### config.mk
export PLATFORM = sky130hd
export DESIGN_NAME = wire_cut_judge
export DESIGN_NICKNAME = d
export VERILOG_FILES = /design/src/rtl/wire_cut_judge.sv
export SDC_FILE = /design/constraint.sdc
export NUM_CORES = 1
export LEC_CHECK = 0
export CAP_MARGIN = 10
export CORE_ASPECT_RATIO = 1.2
export CORE_UTILIZATION = 53
export DETAILED_ROUTE_END_ITERATION = 10
export PLACE_DENSITY = 0.82
export SYNTH_ARGS = -nofsm -noshare
export SYNTH_HDL_FRONTEND = slang
export SYNTH_SLANG_ARGS = --single-unit
### constraint.sdc
create_clock -name clk -period 3.15 [get_ports clk]
set_clock_uncertainty 0.1 [all_clocks]
set_input_delay 0.63 -clock clk [delete_from_list [all_inputs] [get_ports clk]]
set_output_delay 0.63 -clock clk [all_outputs]
set_load 0.01 [all_outputs]
### src/rtl/wire_cut_judge.sv
// ---------------------------------------------------------------------------
// wire_cut_judge
//
// This block is the referee for the wire-defusal puzzle. It takes the
// debounced wire levels (1 = intact, 0 = cut) and checks each new cut
// against the cut order that was latched when the puzzle was armed. It
// raises a strike pulse for every mistake, counts strikes, tracks progress
// through the cut order, and reports DEFUSED or EXPLODED to the game top
// and the timer.
//
// Parameters
//   NUM_WIRES    number of wires (IDX_W = $clog2(NUM_WIRES))
//   MAX_STRIKES  number of strikes that cause an explosion (>= 1)
//
// Ports
//   clk         system clock
//   rst         synchronous, active-low reset
//   start       arm request, level sampled on every clock
//   wire_lvl    debounced wire levels, 1 = intact
//   cut_order   expected cut sequence, entry k at [k*IDX_W +: IDX_W]
//   cut_len     number of entries that have to be cut
//   game_over   timer has expired
//   state       0 IDLE, 1 ACTIVE, 2 DEFUSED, 3 EXPLODED
//   strike      one-cycle pulse for each strike
//   strike_cnt  strikes so far, saturating at MAX_STRIKES
//   progress    correct cuts and skipped entries so far
//   arm_err     one-cycle pulse when start is seen while a wire is cut
//
// Build option
//   WIRE_RECONNECT_STRIKE_EN
//      When defined, reconnecting a wire (0->1) while ACTIVE is a strike.
//      When undefined, reconnects are ignored. prev still follows them, so
//      a reconnected wire can be cut again and judged.
// ---------------------------------------------------------------------------
module wire_cut_judge #(
   parameter int NUM_WIRES   = 6,
   parameter int MAX_STRIKES = 3,
   localparam int IDX_W      = $clog2(NUM_WIRES),
   localparam int CNT_W      = $clog2(MAX_STRIKES + 1)
) (
   input  logic                         clk,
   input  logic                         rst,
   input  logic                         start,
   input  logic [NUM_WIRES-1:0]         wire_lvl,
   input  logic [NUM_WIRES*IDX_W-1:0]   cut_order,
   input  logic [IDX_W:0]               cut_len,
   input  logic                         game_over,
   output logic [1:0]                   state,
   output logic                         strike,
   output logic [CNT_W-1:0]             strike_cnt,
   output logic [IDX_W:0]               progress,
   output logic                         arm_err
);

   localparam logic [1:0] ST_IDLE     = 2'd0;
   localparam logic [1:0] ST_ACTIVE   = 2'd1;
   localparam logic [1:0] ST_DEFUSED  = 2'd2;
   localparam logic [1:0] ST_EXPLODED = 2'd3;

   logic [NUM_WIRES-1:0]       wire_q;
   logic [NUM_WIRES-1:0]       prev;
   logic [NUM_WIRES*IDX_W-1:0] order_q;
   logic [IDX_W:0]             len_q;

   logic [IDX_W-1:0]     exp_idx;
   logic                 exp_in_range;
   logic                 exp_valid;
   logic [NUM_WIRES-1:0] exp_mask;
   logic [NUM_WIRES-1:0] newcut;
   logic                 complete;
   logic                 correct_cut;
   logic                 wrong_cut;
   logic                 skip;
   logic                 reconnect_hit;
   logic                 strike_now;
   logic [IDX_W:0]       len_clamped;

   // Pick the cut-order entry that progress points at. Once progress has
   // run past the last stored entry there is nothing to look up, so the
   // entry is reported as out of range instead of reading past the vector.
   always_comb begin
      exp_idx      = '0;
      exp_in_range = 1'b0;
      for (int k = 0; k < NUM_WIRES; k++) begin
         if (progress == (IDX_W+1)'(k)) begin
            exp_idx      = order_q[k*IDX_W +: IDX_W];
            exp_in_range = 1'b1;
         end
      end
   end

   // Judge the current cycle. A correct cut is exactly one new cut, and it
   // has to be the expected wire. Any other set of new cuts is a single
   // strike. With no new cut, the expected entry is skipped when it names a
   // wire that does not exist or a wire that is already cut. Progress stops
   // moving once it has reached the latched length.
   always_comb begin
      exp_valid   = exp_in_range && ({1'b0, exp_idx} < (IDX_W+1)'(NUM_WIRES));
      exp_mask    = exp_valid ? (NUM_WIRES'(1) << exp_idx) : '0;
      newcut      = prev & ~wire_q;
      complete    = (progress == len_q);
      correct_cut = !complete && exp_valid && (newcut == exp_mask);
      wrong_cut   = (newcut != '0) && !correct_cut;
      skip        = !complete && (newcut == '0) &&
                    (!exp_valid || ((prev & exp_mask) == '0));
`ifdef WIRE_RECONNECT_STRIKE_EN
      reconnect_hit = ((~prev & wire_q) != '0);
`else
      reconnect_hit = 1'b0;
`endif
      strike_now  = wrong_cut || reconnect_hit;
   end

   // A length of zero would count as defused right away, so it is raised
   // to one. Lengths longer than the wire count are cut down to the wire
   // count.
   always_comb begin
      len_clamped = cut_len;
      if (cut_len == '0)
         len_clamped = (IDX_W+1)'(1);
      else if (cut_len > (IDX_W+1)'(NUM_WIRES))
         len_clamped = (IDX_W+1)'(NUM_WIRES);
   end

   // Main game register. wire_q is a one-cycle staging register. Because of
   // it, a wire change sampled at one edge is judged at the following edge.
   // The arm check looks at the live wire levels, so nobody can arm a puzzle
   // that already has a cut wire. The strike pulse and the arm_err pulse
   // default to low and are raised only for the cycle that causes them.
   always_ff @(posedge clk) begin
      if (!rst) begin
         state      <= ST_IDLE;
         strike     <= 1'b0;
         strike_cnt <= '0;
         progress   <= '0;
         arm_err    <= 1'b0;
         prev       <= '1;
         wire_q     <= '1;
         order_q    <= '0;
         len_q      <= (IDX_W+1)'(1);
      end else begin
         strike  <= 1'b0;
         arm_err <= 1'b0;
         wire_q  <= wire_lvl;
         case (state)
            ST_ACTIVE: begin
               prev <= wire_q;
               if (game_over) begin
                  state <= ST_EXPLODED;
               end else if (strike_now) begin
                  strike <= 1'b1;
                  if (strike_cnt != CNT_W'(MAX_STRIKES))
                     strike_cnt <= strike_cnt + CNT_W'(1);
                  if (strike_cnt >= CNT_W'(MAX_STRIKES - 1))
                     state <= ST_EXPLODED;
               end else begin
                  if (correct_cut || skip)
                     progress <= progress + (IDX_W+1)'(1);
                  if (complete)
                     state <= ST_DEFUSED;
               end
            end
            default: begin
               if (start) begin
                  if (&wire_lvl) begin
                     state      <= ST_ACTIVE;
                     order_q    <= cut_order;
                     len_q      <= len_clamped;
                     strike_cnt <= '0;
                     progress   <= '0;
                     prev       <= wire_lvl;
                  end else begin
                     arm_err <= 1'b1;
                  end
               end
            end
         endcase
      end
   end

endmodule

Yosys cells after proc, flatten, opt, wreduce, memory -nomap -nowiden
Index checks and enable logic that the tools add are counted.
{ "word_totals": {"out_inout_bits": 10, "elab_cells": 102, "register_bits": 44} }
{ "classes": {"n_mux": 39, "n_eq_ne": 16, "n_shift": 1, "reduce_logical": 26, "magnitude_cmp": 3, "bitwise": 6, "n_addsub": 2} }
{ "op_table": {"columns": ["operator", "count"], "rows": [
  ["$mux W4", 8],
  ["$mux W2", 13],
  ["$mux W6", 4],
  ["$mux W3", 6],
  ["$and A6 B6 Y6", 2],
  ["$logic_not A6 Y1", 2],
  ["$ne A2 B2 Y1 const B", 6],
  ["$reduce_and A5 Y1", 2],
  ["$eq A4 B2 Y1 const B", 2],
  ["$eq A4 B3 Y1 const B", 2],
  ["$logic_not A4 Y1", 2],
  ["$mux W1", 8],
  ["$ne A4 B4 Y1 const B", 2],
  ["$reduce_and A8 Y1", 1],
  ["$eq A6 B6 Y1", 1],
  ["$logic_and A1 B1 Y1", 6],
  ["$not A6 Y6", 1],
  ["$reduce_and A6 Y1", 1],
  ["$reduce_bool A6 Y1", 1],
  ["$reduce_or A3 Y1", 2],
  ["$shl A1 B3 Y6 const A", 1],
  ["$add A4 B1 Y4 const B", 1],
  ["$eq A4 B1 Y1 const B", 1],
  ["$eq A4 B4 Y1", 1],
  ["other kinds (11)", 17]
]} }

Depth between registers and ports, before layout
{ "logic_depth": {"ltp_word": 19, "ltp_mapped": 11, "depth_no_buf": 10} }

Worst setup path before layout
No wires, ideal clock.
{ "synth_timing": {"path_type": "register to register", "from": "register progress[0]", "to": "register state[0]", "n_path_buf": 0, "required_ps": 2911, "period_less_slack_ps": 2769, "arrival_time_ps": 2530, "slack_ps": 381, "stages_incl_launch_ff": 11, "path_cell_list": "dfxtp_1 > inv_1 > ha_1 > nor2_1 > o211ai_2 > a41o_4 > or3b_4 > o32ai_4 > o2111ai_4 > o22ai_1 > a31oi_1"} }
{ "synth_via": {"elab_chain_cells": 17, "word_cells_on_any_way": 35, "cone_classes": "order compare (1); eq/ne (9); shift (1); mux (16); reduce/logical (8)"} }
{ "synth_rtl": {"columns": ["element", "line_no", "rtl"], "rows": [
  ["start, declared", "51", "output logic [IDX_W:0] progress,"],
  ["start signal, assigned", "158", "progress <= progress + (IDX_W+1)'(1);"],
  ["$logic_not A4 Y1", "85", "if (progress == (IDX_W+1)'(k)) begin"],
  ["$mux W3 (6 in a row)", "85", null],
  ["$lt A3 B3 Y1", "98", "exp_valid = exp_in_range && ({1'b0, exp_idx} < (IDX_W+1)'(NUM_WIRES));"],
  ["$logic_and A1 B1 Y1", "98", null],
  ["$mux W6", "99", "exp_mask = exp_valid ? (NUM_WIRES'(1) << exp_idx) : '0;"],
  ["$eq A6 B6 Y1", "102", "correct_cut = !complete && exp_valid && (newcut == exp_mask);"],
  ["$logic_and A1 B1 Y1", "102", null],
  ["$logic_not A1 Y1", "103", "wrong_cut = (newcut != '0) && !correct_cut;"],
  ["$logic_and A1 B1 Y1", "103", null],
  ["$mux W2", "150", "end else if (strike_now) begin"],
  ["$mux W2", "148", "if (game_over) begin"],
  ["$mux W2", "145", "case (state)"],
  ["end signal, assigned", "149", "state <= ST_EXPLODED;"],
  ["end signal, assigned", "155", "state <= ST_EXPLODED;"],
  ["end signal, assigned", "160", "state <= ST_DEFUSED;"],
  ["end, declared", "48", "output logic [1:0] state,"]
]} }
Parallel ways exist; a longest one is shown, timed or not.
A chain may end at the register's enable or synchronous reset.

Worst setup path in the final report
Ends and elaborated chain as after synthesis.

==> run_results.csv <==
group,metric,value,unit
status,outcome,"finished clean",
worst_setup_path,crit_type,"flip-flop to flip-flop",
route,route.detailed.drc,0,
global_routing,met3_usage,0.0509,
sta,fin_ws,0.188,ns
global_routing,met1_usage,0.313,
worst_setup_path,cp.required,3.21,ns
logic_synthesis,syn_inst,296,
logic_synthesis,synth_simple_gate_area_frac,0.265,
sta,slew_headroom,0.640,
route,viasPerCell,5.71,
logic_synthesis,synth_top_family_by_area,"simple AND/OR/NAND/NOR gates",
route,vias,2233,
layout,antenna_cells,0,
worst_setup_path,path_max_fanout,7,
sta,rsz0062_at_grt,"false",
placed_design,pre_cts_slack,0.0887,ns
placed_design,gp_congestion,0.969,
global_routing,grt_pass1_vias,2062,
global_routing,grtUsageMet2,0.394,
worst_setup_path,worstSetupStartpointType,"flip-flop",
route,first_iter_violations,98,
route,ant_nets,0,
logic_synthesis,yosysSeqAreaShare,0.359,
clocking,clock_latency,0.29,ns
clocking,hold_buffers,0,
layout,finalNonFillerCells,391,
clocking,cts_tree,"done",
logic_synthesis,syn-num-nets,334,
sta,tns,0,ns
sta,drv_slew,0,
sta,period_needed,2.96,ns
logic_synthesis,synth-edff-count,0,
global_routing,top_usage_layer,"met2",
die,io_pins,42,
layout,seqCellArea,882,sq um
die,num_rows,26,
sta,post-route-period-util,0.940,
layout,area_growth,24.3,%
global_routing,grt_max_degree,42,
worst_setup_path,crit_arrival,3.02,ns
global_routing,grt_pass1_wl,9340,um
clocking,clockBufferDepth,2,
sta,max_freq,0.338,GHz
logic_synthesis,synth-compound-area-share,0.258,
worst_setup_path,slowest_stage,"dfxtp_2",
placed_design,hpwl,3960,um
die,start_util,0.563,
logic_synthesis,avgSynthCellArea,8.29,sq um
placed_design,place_area,2910,sq um
clocking,htree_levels,2,
logic_synthesis,synth_flop_cell,"dfxtp_1",
logic_synthesis,synth.top_cell.area_share,0.359,
worst_setup_path,cp-end-kind,"flip-flop",
logic_synthesis,yosys.cell_count.top_type,"nand2_1",
sta,finalHoldViolations,0,
placed_design,dp.cells,383,
die,coreArea,4360,sq um
power,vdd_ir_drop_max,304,uV
logic_synthesis,ys_top_cells_by_area,"dfxtp_1 36%, nand2_1 10%, a21boi_0 5.5%",
min_path,worst_hold_path_type,"flip-flop to flip-flop",
logic_synthesis,yosysTopAreaCell,"dfxtp_1",
clocking,cts.sinks,44,
sta,tightest_slew,0.535,ns
layout,drive_gt1_frac,0.0925,
worst_setup_path,cp-startpoint,"progress[0]",
power,power,1.19,mW
worst_setup_path,r2r_start,"progress[0]",
global_routing,grt-ovfl-total,0,
clocking,clk_pin_slew_worst_paths,0.08,ns
sta,hold_ws,0.363,ns
die,die_x,64.1,um
logic_synthesis,syn_area,2450,sq um
global_routing,antenna_found_initial,0,
logic_synthesis,ys_ff_latch,44,
layout,utilization,0.700,
layout,nFillCells,362,
job,maxCapViolations,0,
route,wire_per_inst,13.9,um
sta,finalSetupViolCount,0,
logic_synthesis,synth.distinct_cells,59,
placed_design,io_buffer_count,41,
clocking,post-cts-setup-buffers,0,
logic_synthesis,ys_async_sr_fraction,0,
power,cellLeakagePower,1.08,nW
logic_synthesis,ys_warn_count,0,
logic_synthesis,yosys.area_share.xor_xnor,0.0143,
route,drtPass1Iterations,4,
layout,final_nets,372,
clocking,cts_buffers,5,
logic_synthesis,synthAdderAreaFrac,0.0347,
die,chipHeight,76.6,um
logic_synthesis,synth_common_cells,"66 x nand2_1, 44 x dfxtp_1, 18 x a21boi_0",
clocking,clockRootBuffer,"clkbuf_8",
power,powerDensity,391,nW/um^2
global_routing,track_usage,0.241,
die,dieArea,4910,sq um
route,drt_wl_total,5430,um
layout,design_area,3050,sq um
worst_setup_path,crit_path_cell_trace,"inv_1 -> ha_1 -> nor2_1 -> o211ai_2 -> a41o_4 -> or3b_4 -> o32ai_4 -> o2111ai_4 -> o22ai_1 -> a31oi_1",
layout,multiInputGateArea,1520,sq um
min_path,hp-start,"order_q[10]",
worst_setup_path,slowest_delay,0.41,ns
logic_synthesis,synthMuxAreaShare,0.0326,
==> cells by family (layout without fill, tap and decap cells) <==
family                     Yosys count  count (layout)
muxes                                8               8
buffers and inverters               22              61
AOI/OAI and AO/OA                   77              77
adders and majority gates            7               7
and+or+nand+nor                    134             134
xor gates and xnor gates             4               4
DFF                                 44              44
==> path summary, 6_finish.rpt <==
check,cells past startpoint,endpoint,slack (ns)
max,10,state[0],0.19
min,2,order_q[10],0.36
max reg2reg,10,state[0],0.19
min reg2reg,2,order_q[10],0.36
==> registers in the layout (all words and copies together), names as in the netlist <==
signal      count
arm_err         1
len_q           4
order_q        18
prev            6
progress        4
state           2
strike          1
strike_cnt      2
wire_q          6
==> per-layer routing <==
| metal | part of all wire | routed length [um] |
|---|---|---|
| met1 | 0.45 | 2460 |
| met4 | 0.014 | 76 |
| met5 | 0 | 0 |
| met3 | 0.052 | 281 |
| met2 | 0.48 | 2620 |
==> critical path: cells and delay by family (launching register included) <==
kind            cells  cell delay (ns)
compound gates      6             1.36
fa+ha+maj           1             0.29
buf+inv             1             0.10
flops               1             0.41
simple gates        2             0.58
==> timing repair <==
action                                  in CTS  in global routing
resized for setup                            0                  7
endpoints found under the hold margin        0                  0
endpoints found under the setup margin       0                  9
==> power by group <==
group          total (mW)  switching (mW)  internal [mW]  leakage [nW]
Sequential          0.582          0.0113          0.571         0.358
Combinational       0.189          0.0936         0.0950         0.665
Clock               0.422           0.187          0.235        0.0552
Total                1.19           0.292          0.901          1.08
==> cells in the final DEF (no fill, tap or decap), types with 5 or more instances in the layout <==
cell and n:
nand2_1 66, dfxtp_1 43, clkdlybuf4s50_1 41, a21boi_0 18, nand2b_1 16, nor2_1 15
inv_1 8, o22ai_1 8, mux2i_1 8, o21ai_0 7, a21oi_1 7, nand3_1 5
nor3b_1 5, ha_1 5, clkbuf_8 5
==> final cells by class <==
type | count | share of cell area
Multi-Input combinational cell | 230 | 0.498
Clock inverter | 2 | 0.0115
Inverter | 8 | 0.00984
Tap cell | 56 | 0.0230
Clock buffer | 6 | 0.0238
Timing Repair Buffer | 45 | 0.144
Sequential cell | 44 | 0.289
(Power assumes the default switching activity.)
